File: src/rtl/if_id_pipe_reg_pkg.sv
// rtl/if_id_pipe_reg_pkg.sv - shared pipeline constants for the inter-stage registers
package if_id_pipe_reg_pkg;

  localparam int PIPE_DATA_W = 32;
  // sll $0,$0,0 encodes as all zeros and is the canonical bubble
  localparam logic [PIPE_DATA_W-1:0] PIPE_NOP_INSTR = 32'h0000_0000;
  localparam int PIPE_CNT_W = 16;

endpackage

File: src/rtl/pipe_skid_buf.sv
// rtl/pipe_skid_buf.sv - generic valid/ready main+skid register with synchronous clear
module pipe_skid_buf #(
  parameter int          W       = 64,
  parameter logic [W-1:0] RST_VAL = '0
) (
  input  logic         clk,
  input  logic         rst_n,
  input  logic         clr,
  input  logic [W-1:0] in_tdata,
  input  logic         in_tvalid,
  output logic         in_tready,
  output logic [W-1:0] out_tdata,
  output logic         out_tvalid,
  input  logic         out_tready
);

  logic         m_valid_q, m_valid_d;
  logic [W-1:0] m_data_q, m_data_d;
  logic         s_valid_q, s_valid_d;
  logic [W-1:0] s_data_q, s_data_d;

  // Ready depends only on registered state, so no id_ready -> if_ready path
  assign in_tready  = !s_valid_q;
  assign out_tvalid = m_valid_q;
  assign out_tdata  = m_data_q;

  always_comb begin
    m_valid_d = m_valid_q;
    m_data_d  = m_data_q;
    s_valid_d = s_valid_q;
    s_data_d  = s_data_q;
    if (clr) begin
      m_valid_d = 1'b0;
      s_valid_d = 1'b0;
      m_data_d  = RST_VAL;
    end else if (!m_valid_q || out_tready) begin
      if (s_valid_q) begin
        m_valid_d = 1'b1;
        m_data_d  = s_data_q;
        s_valid_d = 1'b0;
      end else if (in_tvalid) begin
        m_valid_d = 1'b1;
        m_data_d  = in_tdata;
      end else begin
        m_valid_d = 1'b0;
      end
    end else if (in_tvalid && in_tready) begin
      // Main is stalled: park the in-flight beat in the skid slot
      s_valid_d = 1'b1;
      s_data_d  = in_tdata;
    end
  end

  always_ff @(posedge clk) begin
    if (!rst_n) begin
      m_valid_q <= 1'b0;
      s_valid_q <= 1'b0;
      m_data_q  <= RST_VAL;
      s_data_q  <= RST_VAL;
    end else begin
      m_valid_q <= m_valid_d;
      s_valid_q <= s_valid_d;
      m_data_q  <= m_data_d;
      s_data_q  <= s_data_d;
    end
  end

endmodule

File: src/rtl/if_id_pipe_reg.sv
// rtl/if_id_pipe_reg.sv - IF/ID pipeline register with skid buffer, flush and stall counter
module if_id_pipe_reg
  import if_id_pipe_reg_pkg::*;
#(
  parameter int                DATA_W    = PIPE_DATA_W,
  parameter logic [DATA_W-1:0] NOP_INSTR = PIPE_NOP_INSTR,
  parameter int                CNT_W     = PIPE_CNT_W
) (
  input  logic              clk,
  input  logic              rst_n,
  input  logic              if_valid,
  output logic              if_ready,
  input  logic [DATA_W-1:0] if_pc4,
  input  logic [DATA_W-1:0] if_ins,
  input  logic              flush,
  output logic              id_valid,
  input  logic              id_ready,
  output logic [DATA_W-1:0] id_pc4,
  output logic [DATA_W-1:0] id_ins,
  output logic [CNT_W-1:0]  stall_cnt
);

  localparam logic [2*DATA_W-1:0] BEAT_RST = {{DATA_W{1'b0}}, NOP_INSTR};

  logic [2*DATA_W-1:0] out_beat;
  logic [DATA_W-1:0]   m_ins;
  logic                m_valid;
  logic [CNT_W-1:0]    stall_cnt_q, stall_cnt_d;

  pipe_skid_buf #(
    .W       (2 * DATA_W),
    .RST_VAL (BEAT_RST)
  ) u_skid (
    .clk        (clk),
    .rst_n      (rst_n),
    .clr        (flush),
    .in_tdata   ({if_pc4, if_ins}),
    .in_tvalid  (if_valid),
    .in_tready  (if_ready),
    .out_tdata  (out_beat),
    .out_tvalid (m_valid),
    .out_tready (id_ready)
  );

  assign {id_pc4, m_ins} = out_beat;
  assign id_valid        = m_valid;
  assign id_ins          = m_valid ? m_ins : NOP_INSTR;
  assign stall_cnt       = stall_cnt_q;

  // Debug counter survives flush; only reset clears it
  always_comb begin
    stall_cnt_d = stall_cnt_q;
    if (m_valid && !id_ready && (stall_cnt_q != {CNT_W{1'b1}})) begin
      stall_cnt_d = stall_cnt_q + CNT_W'(1);
    end
  end

  always_ff @(posedge clk) begin
    if (!rst_n) begin
      stall_cnt_q <= '0;
    end else begin
      stall_cnt_q <= stall_cnt_d;
    end
  end

endmodule

File: config.mk
export PLATFORM = sky130hd
export DESIGN_NAME = if_id_pipe_reg
export DESIGN_NICKNAME = d
export VERILOG_FILES = /design/src/rtl/if_id_pipe_reg_pkg.sv /design/src/rtl/pipe_skid_buf.sv /design/src/rtl/if_id_pipe_reg.sv
export SDC_FILE = /design/constraint.sdc
export NUM_CORES = 1
export LEC_CHECK = 0
export ABC_AREA = 1
export CAP_MARGIN = 25
export CORE_ASPECT_RATIO = 0.75
export CORE_MARGIN = 3
export CORE_UTILIZATION = 35
export CTS_CLUSTER_DIAMETER = 50
export DETAILED_ROUTE_END_ITERATION = 16
export HOLD_SLACK_MARGIN = 0.03
export PLACE_DENSITY_LB_ADDON = 0.05
export SYNTH_ARGS = -nofsm -noshare
export SYNTH_HDL_FRONTEND = slang
export SYNTH_SLANG_ARGS = --single-unit
export TNS_END_PERCENT = 20
File: constraint.sdc
create_clock -name clk -period 2 [get_ports clk]
set_input_delay 0.5 -clock clk [delete_from_list [all_inputs] [get_ports clk]]
set_output_delay 0.5 -clock clk [all_outputs]
set_load 0.01 [all_outputs]
==> reports/qor.txt <==
I/O Buffers = 150
Clk_lat worst skew = 0.42 ns
Worst EP arrival = 1.56 ns
Simple-gate share of the synthesized area = 24.6%
Tightest Pin Transition = 0.784 ns
Syn nets = 963
Worst reg2reg endpoint = stall_cnt[11]$_SDFFE_PN0P_
Clk sinks = 146
Wirelength per Cell = 14.4 um
Total grt overflow = 0
CP max stage cell = clkdlybuf4s50_1
Die Width = 163 um
Post-synthesis compound-gate area fraction = 17.0%
Setup Slack @ Placement = -0.00118 ns
Post_cts resized = 30
Gate power share = 8.5%
# DRC = 0
Detailed Routing Iterations Pass 1 = 5
Max Cap Viol = 0
# hold bufs at CTS = 0
Syn_area_per_cell = 7.25 um2
Register area share after synthesis = 45.2%
Crit Path Category = reg -> out
Final Setup Violations = 1
Fmax = 485 MHz
Pin count of the biggest net entering global routing = 81
Hold Startpoint = u_skid.s_data_q[51]$_SDFFE_PN0P_
Synthesized instance count = 893
Hold Path Cell Cnt = 2
Internal power = 0.00501 W
Via density = 4.74
CP peak stage delay = 0.52 ns
CP delay by family, top = buffers and inverters
Total Routing Usage GR = 18.0%
Row cnt = 42
Fin crit share = 103%
H-tree depth = 4
Worst Path Required = 1.50 ns
Adder-cell share of the synthesized area = 0.193%
Largest family of logic cells by synthesized area = simple AND/OR/NAND/NOR gates
Mapped Area = 0.00647 mm2
P_leak = 3.78 nW
Setup slack after layout = -0.0602 ns
Worst Setup Start Kind = flop
Most frequent cells in the layout = nand2_1, nor2_1, dfxtp_1
Core area = 0.0179 mm2
Fin. Hold Viols = 0
Crit-path cells = buf_6, nand2_1, inv_1, clkdlybuf4s50_1
XOR/XNOR Fraction of Synth Area = 0%
Crit path launch = u_skid.out_tvalid$_SDFFE_PP0P_
Most common cell after layout, fill and taps aside = nand2_1
Die area = 0.0202 mm2
Root Driver = clkbuf_16
Fillers = 1,836
First-pass GRT wire length = 28,900 um
Switching power total = 0.00158 W
Top-level port count = 151
Starting Density = 36.2%
Non-Filler Instances = 1,246
PnR Total Power = 0.00659 W
Global placement routability congestion = 0.814
DR WL met3 = 968 um
DRT Wirelength = 18,000 um
Dpl hpwl = 11,200 um
Syn. warnings = 0
ANT nets after route = 0
Final min period = 2.06 ns
Hold Crit Class = reg -> reg
Post-layout util = 47.3%
Initial antenna violation count = 0
Crit path buf inv count = 3
Pwr dens = 780 mW/mm2
Clock power share = 45.6%
Die Ht = 124 um
Worst-path clk slew = 0.06 ns
Area delta synth->final = 30.6%
Max-slew headroom = 47.7%
Peak VDD IR = 0.000448 V
Multiplexer area fraction after synthesis = 0%
Setup Buffers After CTS = 0
Failing checks = negative setup slack
# placed instances = 1,214
CTS buffer count = 17
CP endpoint kind = output pin
Synthesized flop and latch total = 146
CTS Buffer Depth = 2
Yosys cell types = 26
Slew Limit Fails = 0
Reg2reg start = stall_cnt[0]$_SDFFE_PN0P_
Outcome = finished with violations
Total number of vias = 5,900
Unrepaired setup endpoints after global routing = yes
Sw Share = 24.0%
CTS tree = done
WL met2 = 7850 um
Worst Skew = 0.0157 ns
Drt initial violations = 312
Ant. Diodes = 0
Sum Neg Setup Slack = -0.0602 ns
R2R cell count = 8
Nets@finish = 1,061
Share of layout cells above drive strength 1 = 6.87%
Share of power burned in registers = 46.0%
Vias in the first global route = 5,519
Reg2reg setup slack = 0.42 ns
Highest routed layer = met4
Met1 Wirelength = 9030 um
Critical-path maximum fanout = 7
Hold EP = u_skid.out_tdata[51]$_SDFFE_PP0P_
==> synthesized netlist by cell type <==
library cell,number,area [um2]
clkbuf_1,24,90.1
buf_12,6,120
nand2_1,197,739
dfxtp_1,146,2920
inv_8,1,11.3
nor3_1,4,20.0
and3_4,1,11.3
o21ai_1,70,350
buf_2,23,115
inv_1,44,165
nand2_8,1,20.0
nand3b_1,1,7.51
o21ai_0,51,255
buf_6,4,45.0
nor2_2,1,6.26
inv_2,2,7.51
nand3_1,19,95.1
a311oi_1,8,70.1
a21oi_1,15,75.1
nor2_4,1,11.3
ha_1,1,12.5
buf_4,36,270
nand4_1,3,18.8
buf_8,1,15.0
a31oi_1,56,350
nor2_1,177,664
==> worst max path at each step <==
| stage | to | slack, ns | cells after the start |
|---|---|---|---|
| after global placement | u_skid.s_data_q[39]$_SDFFE_PN0P_ | 0.04 | 9 |
| after detailed placement | u_skid.out_tdata[14]$_SDFFE_PP0P_ | -0.001 | 8 |
| after CTS | id_ins[28] | -0.11 | 4 |
| after floorplan | id_ins[10] | 0.54 | 4 |
| after global routing | id_ins[31] | -0.13 | 4 |
| final | id_ins[31] | -0.06 | 4 |
==> power by group through the flow <==
stage / registers, W / clock network [W] / logic (W)
after floorplan: 0.00308 / 0 / 0.000305
after global placement: 0.00309 / 0 / 0.000570
after detailed placement: 0.00309 / 0 / 0.000568
after CTS: 0.00303 / 0.00308 / 0.000566
after global routing: 0.00304 / 0.00321 / 0.000616
final: 0.00303 / 0.00300 / 0.000559
==> area by class of cell <==
class	count	area (um2)	share of cell area, %
Tap cell	242	303	3.58
Clock buffer	19	443	5.24
Sequential cell	146	2930	34.7
Multi-Input combinational cell	606	2720	32.1
Clock inverter	13	113	1.33
Timing Repair Buffer	173	1760	20.9
Inverter	47	184	2.18
==> cell families (layout without fill, tap and decap cells) <==
family / Yosys count / after routing
and+or+nand+nor: 405 / 405
AOI/OAI and AO/OA: 200 / 200
adders and majority gates: 1 / 1
buffers and inverters: 141 / 252
DFF: 146 / 146
==> metal layers <==
layer  up-vias  global-route usage [%]
met2       155                    28.1
met5         -                       0
met1      2656                    25.2
li1       3082                       -
met3         7                    4.19
met4         0                    4.44
==> through the flow <==
stage | area [um2] | hold WS, ns
finish | 8450 | 0.468
global route | 8450 | 0.486
CTS | 8430 | 0.468
detailed placement | 7910 | 0.457
global placement | 7910 | 0.459
floorplan | 6470 | 0.448
==> tightest hold or removal path, cell delays in order (launching register included) <==
cell and delay, ns:
dfxtp_1 0.31, nand2_1 0.05, a31oi_1 0.07
==> registers in the layout, summed over array words and instances, names as in the netlist <==
register,cells
u_skid.out_tvalid,1
u_skid.out_tdata,64
u_skid.s_data_q,64
u_skid.s_valid_q,1
stall_cnt,16
Power figures use the tool's default switching activity.
